<file path="config.mk">
export PLATFORM = sky130hd
export DESIGN_NAME = uart_thresh_fifo
export DESIGN_NICKNAME = d
export VERILOG_FILES = /design/src/rtl/uart_fifo_pkg.sv /design/src/rtl/uart_req_pulse.sv /design/src/rtl/uart_thresh_fifo.sv
export SDC_FILE = /design/constraint.sdc
export NUM_CORES = 1
export LEC_CHECK = 0
export BUFFER_PORTS_ARGS = -buffer_cell sky130_fd_sc_hd__buf_2
export CAP_MARGIN = 10
export CELL_PAD_IN_SITES_DETAIL_PLACEMENT = 0
export CELL_PAD_IN_SITES_GLOBAL_PLACEMENT = 2
export CORE_UTILIZATION = 49
export CTS_BUF_LIST = sky130_fd_sc_hd__clkbuf_4 sky130_fd_sc_hd__clkbuf_8 sky130_fd_sc_hd__clkbuf_16
export CTS_CLUSTER_DIAMETER = 200
export CTS_CLUSTER_SIZE = 12
export DETAILED_ROUTE_END_ITERATION = 8
export PLACE_DENSITY = 0.82
export SYNTH_ARGS = -nofsm -noshare
export SYNTH_HDL_FRONTEND = slang
export SYNTH_SLANG_ARGS = --single-unit
</file>
<file path="constraint.sdc">
create_clock -name clk -period 8.1 [get_ports clk]
set_input_delay 1.62 -clock clk [delete_from_list [all_inputs] [get_ports clk]]
set_output_delay 1.62 -clock clk [all_outputs]
set_load 0.01 [all_outputs]
</file>
<file path="src/rtl/uart_fifo_pkg.sv">
// uart_fifo_pkg
//   Shared types and default parameter values for the UART threshold FIFO.
//   - req_state_e : state of the level-to-pulse request detector
//   - DEF_*       : default parameter values used by uart_thresh_fifo
package uart_fifo_pkg;

    // IDLE  : the request level was low on the previous clock
    // CHECK : the request level was high on the previous clock
    typedef enum logic {
        IDLE  = 1'b0,
        CHECK = 1'b1
    } req_state_e;

    localparam int DEF_DATA_SIZE = 8;
    localparam int DEF_SIZE_FIFO = 16;
    localparam int DEF_AE_LEVEL  = 2;
    localparam int DEF_EDGE_MODE = 1;

endpackage

</file>
<file path="src/rtl/uart_req_pulse.sv">
// uart_req_pulse
//   Turns a request level into a single-cycle pulse on its rising edge.
//   With EDGE_MODE = 0 the request passes through unchanged.
//   Ports:
//     clk      in  clock
//     reset_n  in  asynchronous active-low reset
//     req_i    in  raw request (level or strobe)
//     pulse_o  out effective request, same cycle as the rising level
module uart_req_pulse
    import uart_fifo_pkg::*;
#(
    parameter int EDGE_MODE = DEF_EDGE_MODE
) (
    input  logic clk,
    input  logic reset_n,
    input  logic req_i,
    output logic pulse_o
);

    req_state_e state_q;
    req_state_e state_d;

    // The detector always follows the raw level, including while the FIFO is
    // being flushed, so a level held across a flush cannot fire again later.
    assign state_d = req_i ? CHECK : IDLE;

    // NOTE: sequential state uses non-blocking assignments so every flop
    // samples the pre-edge values regardless of block evaluation order.
    always_ff @(posedge clk or negedge reset_n) begin
        if (!reset_n) begin
            state_q <= IDLE;
        end else begin
            state_q <= state_d;
        end
    end

    assign pulse_o = (EDGE_MODE != 0) ? (req_i && (state_q == IDLE)) : req_i;

endmodule

</file>
<file path="src/rtl/uart_thresh_fifo.sv">
// uart_thresh_fifo
//   Synchronous show-ahead FIFO with registered full/empty/threshold status,
//   registered occupancy count and sticky overflow/underflow flags.
//   Ports:
//     clk, reset_n              clock, asynchronous active-low reset
//     flush                     synchronous empty request (beats write/read)
//     clr_err                   synchronous clear of overflow/underflow
//     data_in, write, read      write data and requests (see EDGE_MODE)
//     data_out                  head word, valid combinationally
//     full, empty               registered status
//     almost_full, almost_empty registered threshold status
//     count                     registered occupancy, 0..SIZE_FIFO
//     overflow, underflow       sticky error flags
module uart_thresh_fifo
    import uart_fifo_pkg::*;
#(
    parameter int DATA_SIZE = DEF_DATA_SIZE,
    parameter int SIZE_FIFO = DEF_SIZE_FIFO,
    parameter int AF_LEVEL  = SIZE_FIFO - 2,
    parameter int AE_LEVEL  = DEF_AE_LEVEL,
    parameter int EDGE_MODE = DEF_EDGE_MODE
) (
    input  logic                       clk,
    input  logic                       reset_n,
    input  logic                       flush,
    input  logic                       clr_err,
    input  logic [DATA_SIZE-1:0]       data_in,
    input  logic                       write,
    input  logic                       read,
    output logic [DATA_SIZE-1:0]       data_out,
    output logic                       full,
    output logic                       empty,
    output logic                       almost_full,
    output logic                       almost_empty,
    output logic [$clog2(SIZE_FIFO):0] count,
    output logic                       overflow,
    output logic                       underflow
);

    localparam int PTR_W = $clog2(SIZE_FIFO);
    localparam int CNT_W = PTR_W + 1;

    logic                 wr_pulse, rd_pulse;
    logic                 wr_acc, rd_acc, mem_we;
    logic [DATA_SIZE-1:0] mem_q [SIZE_FIFO];
    logic [PTR_W-1:0]     ptr_wr_q, ptr_wr_d, ptr_rd_q, ptr_rd_d;
    logic [CNT_W-1:0]     count_q, count_d;
    logic                 full_q, empty_q, af_q, ae_q;
    logic                 overflow_q, overflow_d, underflow_q, underflow_d;

    uart_req_pulse #(.EDGE_MODE(EDGE_MODE)) u_wr_pulse (
        .clk     (clk),
        .reset_n (reset_n),
        .req_i   (write),
        .pulse_o (wr_pulse)
    );

    uart_req_pulse #(.EDGE_MODE(EDGE_MODE)) u_rd_pulse (
        .clk     (clk),
        .reset_n (reset_n),
        .req_i   (read),
        .pulse_o (rd_pulse)
    );

    // A read frees the slot a same-cycle write needs, so a full FIFO still
    // accepts a write alongside a read. An empty FIFO never accepts a read,
    // even with a same-cycle write: the head word is not there yet.
    assign rd_acc = rd_pulse && !empty_q;
    assign wr_acc = wr_pulse && (!full_q || rd_acc);
    assign mem_we = wr_acc && !flush;

    // NOTE: every variable written here gets a default first, so no path
    // leaves it unassigned and no latch is inferred.
    always_comb begin
        ptr_wr_d = ptr_wr_q;
        ptr_rd_d = ptr_rd_q;
        count_d  = count_q;
        if (flush) begin
            ptr_wr_d = '0;
            ptr_rd_d = '0;
            count_d  = '0;
        end else begin
            if (wr_acc) ptr_wr_d = ptr_wr_q + 1'b1;
            if (rd_acc) ptr_rd_d = ptr_rd_q + 1'b1;
            count_d = count_q + CNT_W'(wr_acc) - CNT_W'(rd_acc);
        end
    end

    // A new error in the same cycle as clr_err keeps its flag set.
    // Flush drops the requests, so it raises no error either.
    always_comb begin
        overflow_d  = overflow_q && !clr_err;
        underflow_d = underflow_q && !clr_err;
        if (!flush && wr_pulse && full_q && !rd_acc) overflow_d  = 1'b1;
        if (!flush && rd_pulse && empty_q)           underflow_d = 1'b1;
    end

    // Status flags are computed from the next count so they change on the
    // same edge as the operation that moves the count.
    always_ff @(posedge clk or negedge reset_n) begin
        if (!reset_n) begin
            ptr_wr_q    <= '0;
            ptr_rd_q    <= '0;
            count_q     <= '0;
            full_q      <= 1'b0;
            empty_q     <= 1'b1;
            af_q        <= 1'b0;
            ae_q        <= 1'b1;
            overflow_q  <= 1'b0;
            underflow_q <= 1'b0;
        end else begin
            ptr_wr_q    <= ptr_wr_d;
            ptr_rd_q    <= ptr_rd_d;
            count_q     <= count_d;
            full_q      <= (count_d == CNT_W'(SIZE_FIFO));
            empty_q     <= (count_d == '0);
            af_q        <= (count_d >= CNT_W'(AF_LEVEL));
            ae_q        <= (count_d <= CNT_W'(AE_LEVEL));
            overflow_q  <= overflow_d;
            underflow_q <= underflow_d;
        end
    end

    // NOTE: the storage array is reset on purpose so data_out reads zero
    // after reset; this forces flops rather than a RAM macro.
    always_ff @(posedge clk or negedge reset_n) begin
        if (!reset_n) begin
            for (int i = 0; i < SIZE_FIFO; i++) mem_q[i] <= '0;
        end else if (mem_we) begin
            mem_q[ptr_wr_q] <= data_in;
        end
    end

    assign data_out     = mem_q[ptr_rd_q];
    assign full         = full_q;
    assign empty        = empty_q;
    assign almost_full  = af_q;
    assign almost_empty = ae_q;
    assign count        = count_q;
    assign overflow     = overflow_q;
    assign underflow    = underflow_q;

endmodule

</file>
# --- After elaboration in Yosys (flattened, before gate mapping) ---
# Index checks and enable logic that the tools add are counted.
word_totals:
  regBits: 149
  output_inout_bits: 19
  inputBits: 14
op_classes:
  eq_ne: 1
  magnitude_cmp: 5
  mux: 15
  reduce_logical: 22
  n_addsub: 4
  n_bitwise: 4
op_table:
  columns: ["operator", "n"]
  rows:
  - ["bitwise mux 128 bit", 1]
  - ["binary-select mux 8 bit (select 4 bit)", 1]
  - ["demux 8 bit (select 4 bit)", 1]
  - ["2-to-1 mux 8 bit", 3]
  - ["2-to-1 mux 4 bit", 4]
  - ["logical AND 1 bit", 13]
  - [">= comparator 5 bit, second input constant", 2]
  - ["inverter 4 -> 5 bit", 2]
  - ["adder 4 x 1 -> 4 bit, second input constant", 2]
  - ["adder 5 x 1 -> 5 bit", 1]
  - ["equality test 5 bit, second input constant", 1]
  - [">= comparator 5 x 4 -> 1 bit, second input constant", 1]
  - ["<= comparator 5 x 2 -> 1 bit, second input constant", 1]
  - ["logical NOT 1 bit", 5]
  - ["logical NOT 5 bit", 1]
  - ["less-than comparator 5 x 1 -> 1 bit, second input constant", 1]
  - ["2-to-1 mux 5 bit", 1]
  - ["subtractor 5 x 1 -> 5 bit", 1]
  - ["2-to-1 mux 1 bit", 4]
  - ["nonzero test 2 bit", 2]
  - ["inverter 1 bit", 2]
  - ["logical OR 1 bit", 1]

# --- Logic depth before layout (Yosys ltp) ---
logic_depth:
  word_depth: 9
  depth_mapped: 12
  ltp_nobuf: 11

# --- By module ---
# A second synthesis with hierarchy kept.
unflattened:
  cells_unflattened: 445
  area_unflattened_um2: 7075.5
modules_own_cells:
  columns: ["module", "area_each_um2", "cells_per_inst", "n_inst"]
  rows:
  - ["uart_thresh_fifo", 6998.0, 441, 1]
  - ["uart_req_pulse", 38.8, 2, 2]

# --- Worst setup path before layout ---
# No wires, ideal clock.
synth_timing:
  kind: "in2reg"
  from: "input read"
  to: "register af_q, in the netlist almost_full"
  setup_ps: 82
  stages: 11
  setup_slack_ps: 3637
  arrival_ps: 4381
  path_cell_list: "or3b_1 buf_6 a21oi_1 inv_1 ha_1 inv_1 ha_1 fa_1 xnor2_1 or4b_2 a31oi_1"
synth_via:
  elab_chain_cells: 8
synth_rtl:
  columns: ["item", "line_no", "text"]
  rows:
  - ["start: declaration", "uart_thresh_fifo.sv:29", "input logic read,"]
  - ["logical AND 1 bit (*)", "uart_req_pulse.sv:37", "assign pulse_o = (EDGE_MODE != 0) ? (req_i && (state_q == IDLE)) : req_i;"]
  - ["logical AND 1 bit (*)", "uart_thresh_fifo.sv:68", "assign rd_acc = rd_pulse && !empty_q;"]
  - ["logical OR 1 bit", "uart_thresh_fifo.sv:69", "assign wr_acc = wr_pulse && (!full_q || rd_acc);"]
  - ["logical AND 1 bit", "uart_thresh_fifo.sv:69", null]
  - ["adder 5 x 1 -> 5 bit", "uart_thresh_fifo.sv:85", "count_d = count_q + CNT_W'(wr_acc) - CNT_W'(rd_acc);"]
  - ["subtractor 5 x 1 -> 5 bit (*)", "uart_thresh_fifo.sv:85", null]
  - ["2-to-1 mux 5 bit (*)", "uart_thresh_fifo.sv:78", "if (flush) begin"]
  - [">= comparator 5 x 4 -> 1 bit (*)", "uart_thresh_fifo.sv:117", "af_q <= (count_d >= CNT_W'(AF_LEVEL));"]
  - ["end signal: assignment", "uart_thresh_fifo.sv:117", null]
  - ["end: declaration", "uart_thresh_fifo.sv:48", "logic full_q, empty_q, af_q, ae_q;"]
# Mark *: on every way between the ends. The rest lies on a longest branch, timed or not.
# A chain may end at the register's enable or synchronous reset.

# --- Worst setup path after layout ---
# Ends and elaborated chain as after synthesis.

==> flow_metrics.tcl <==
set metrics [dict create \
    outcome "completed" \
    cts_made_buffers 17 \
    die_x_um 121 \
    drv_slew 0 \
    clk_path_buf_depth 2 \
    grt_pass1_wl_mm 23.1 \
    synth.distinct_cells 42 \
    ff2ff_setup_slack_ns 4.58 \
    max_freq_mhz 226 \
    fin_crit_ns 4.42 \
    post-route-period-util_pct 54.5 \
    synth.most_common_cell "dfrtp_1" \
    antenna_found_initial 0 \
    reg2reg_to "almost_full" \
    first_pass_iters 4 \
    final_antenna_net_count 0 \
    synth_warnings 0 \
    clock_sinks 149 \
    ys_seq_elements 149 \
    clock_latency_ns 0.41 \
    hp-class "reg2reg" \
    placed_area_sq_mm 0.00724 \
    first_global_vias 4002 \
    pre_cts_ws_ns 3.26 \
    worst_pin_slew_ns 0.889 \
    synthArstFlopShare_pct 100 \
    crit_fanout 8 \
    antennaDiodeCount 0 \
    post_cts_buffers 0 \
    gp_congestion 0.747 \
    synthTopCellsByArea "dfrtp_1, mux2_2, mux4_2" \
    endpoint "almost_full" \
    core_sq_mm 0.0139 \
    startpoint "read" \
    grt_max_degree 98 \
    required_ns 8.44 \
    netlist_area_sq_mm 0.00698 \
    pin_count 33 \
    finalSetupViolations 0 \
    end_kind "flop" \
    yosys-top-cells-count "dfrtp_1, mux2_2, mux4_2, clkbuf_1" \
    drt_iter0_drc 148 \
    skew_ns 0.00585 \
    wl_mm 14.5 \
    grt_setup_unrepaired "no" \
    cts_root_buf "clkbuf_16" \
    ir_drop_uv 164 \
    dieArea_sq_mm 0.0147 \
    slew_headroom_pct 40.7 \
    synth_top_flop_cell "dfrtp_1" \
    cap_viol_max_count 0 \
    start_util_pct 50.3 \
    viasPerCell 5.72 \
    gr-usage-all-layers_pct 22.0 \
    avgSynthCellArea_sq_um 15.5 \
    p_leak_uw 0.00368 \
    htreeDepth 4 \
    core.rowCount 43 \
    synth.top_cell.area_share_pct 52.7 \
    worstPathArrival_ns 4.75 \
    area_growth_pct 11.7 \
    total_power_uw 2070 \
    hold_violations 0 \
    synthCells 449 \
    fp.dieH_um 121 \
    synth_edf_count 0 \
    timing_worst_setup_path_type "in2reg" \
    design_area_sq_mm 0.00780 \
    setup_ws_ns 3.68 \
    r2r_cells 10 \
    io_buffers 32 \
    drive_gt1_share_pct 52.0 \
    grt-ovfl-total 0 \
    synth_nets 474 \
    seq_area_frac_synth_pct 53.5 \
    synth_area_leader_cell "dfrtp_1" \
    nNetsFinal 497 \
    detailed_place_hpwl_mm 8.90 \
    cts_tree "done" \
    drc 0 \
    tns_ns 0 \
    cp-start-kind "primary input" \
    clk_transition_reported_paths_ns 0.06 \
    cts_hold_buf 0 \
    final_core_util_pct 56.2 \
    reg2reg_from "u_rd_pulse.state_q" \
    via_count 3780 \
    cts_resized 0 \
    power_density_mw_per_mm2 266 \
    wl_per_cell_um 22.0 \
]
[worst min path at each step]
stage	start	cells past startpoint	end	slack, ns
3_5_place_dp	mem_q[125]	1	mem_q[125]	0.49
2_1_floorplan	mem_q[104]	1	mem_q[104]	0.47
3_3_place_gp	mem_q[39]	1	mem_q[39]	0.48
5_1_grt	mem_q[79]	1	mem_q[79]	0.51
4_1_cts	mem_q[102]	1	mem_q[102]	0.50
6_report	mem_q[12]	1	mem_q[12]	0.50
[routing by layer]
| layer | up-vias | wire [um] | track usage [%] |
|---|---|---|---|
| met5 | - | 0 | 0 |
| met4 | 0 | 145 | 6.10 |
| met3 | 12 | 472 | 5.50 |
| met2 | 48 | 7360 | 35.4 |
| met1 | 2023 | 6540 | 29.7 |
| li1 | 1697 | - | - |
[critical path, cell delays in order]
cell	delay, ns
buf_2	0.09
or3b_1	0.50
a21oi_1	0.50
inv_1	0.09
ha_1	0.28
inv_1	0.03
ha_1	0.21
fa_1	0.46
xnor2_1	0.19
or4b_2	0.61
a31oi_1	0.17
[state kept, by name (all words and copies together) (netlist names), 4 cells and up]
register,cells
mem_q,128
count,5
ptr_rd_q,4
ptr_wr_q,4
[per-stage QoR]
step / cells / hold slack (ns)
4_1_cts: 661 / 0.503
2_1_floorplan: 449 / 0.474
3_5_place_dp: 633 / 0.490
3_3_place_gp: 633 / 0.482
6_report: 661 / 0.501
5_1_grt: 661 / 0.508
[power by group]
part / internal [uW] / switching, uW / leakage, uW
registers: 827 / 44.6 / 0.00203
clock network: 475 / 283 / 0.000279
logic: 222 / 222 / 0.00137
total: 1520 / 550 / 0.00368
[logic make-up (layout without fill, tap and decap cells)]
| logic type | count (synthesis) | after routing | share of synthesized area, % |
|---|---|---|---|
| fa+ha+maj | 11 | 11 | 2.08 |
| compound gates | 17 | 17 | 1.97 |
| simple gates | 48 | 48 | 4.37 |
| flops | 149 | 149 | 53.5 |
| xor+xnor | 12 | 12 | 1.51 |
| mux | 169 | 169 | 33.7 |
| buf+inv | 43 | 75 | 2.90 |
[cells in the final DEF, fill, tap and decap left out, types with 5 or more instances in the layout]
master / Yosys / routed
nor2_1: 12 / 12
and3_1: 5 / 5
xnor2_1: 6 / 6
nand2_1: 5 / 5
buf_2: 3 / 31
nand3_2: 5 / 5
nor2b_1: 5 / 5
mux2_2: 128 / 128
ha_1: 10 / 10
dfrtp_1: 147 / 146
xor2_1: 6 / 6
clkbuf_16: 0 / 17
mux4_2: 40 / 40
inv_1: 12 / 12
[layout make-up]
cell class	count	area, sq um
Sequential cell	149	3730
Multi-Input combinational cell	257	3050
Fill cell	1117	6080
Inverter	12	45.0
Timing Repair Buffer	35	189
Clock inverter	5	77.6
Clock buffer	23	483
Tap cell	180	225
No activity file was read; power rests on OpenSTA's default activity.
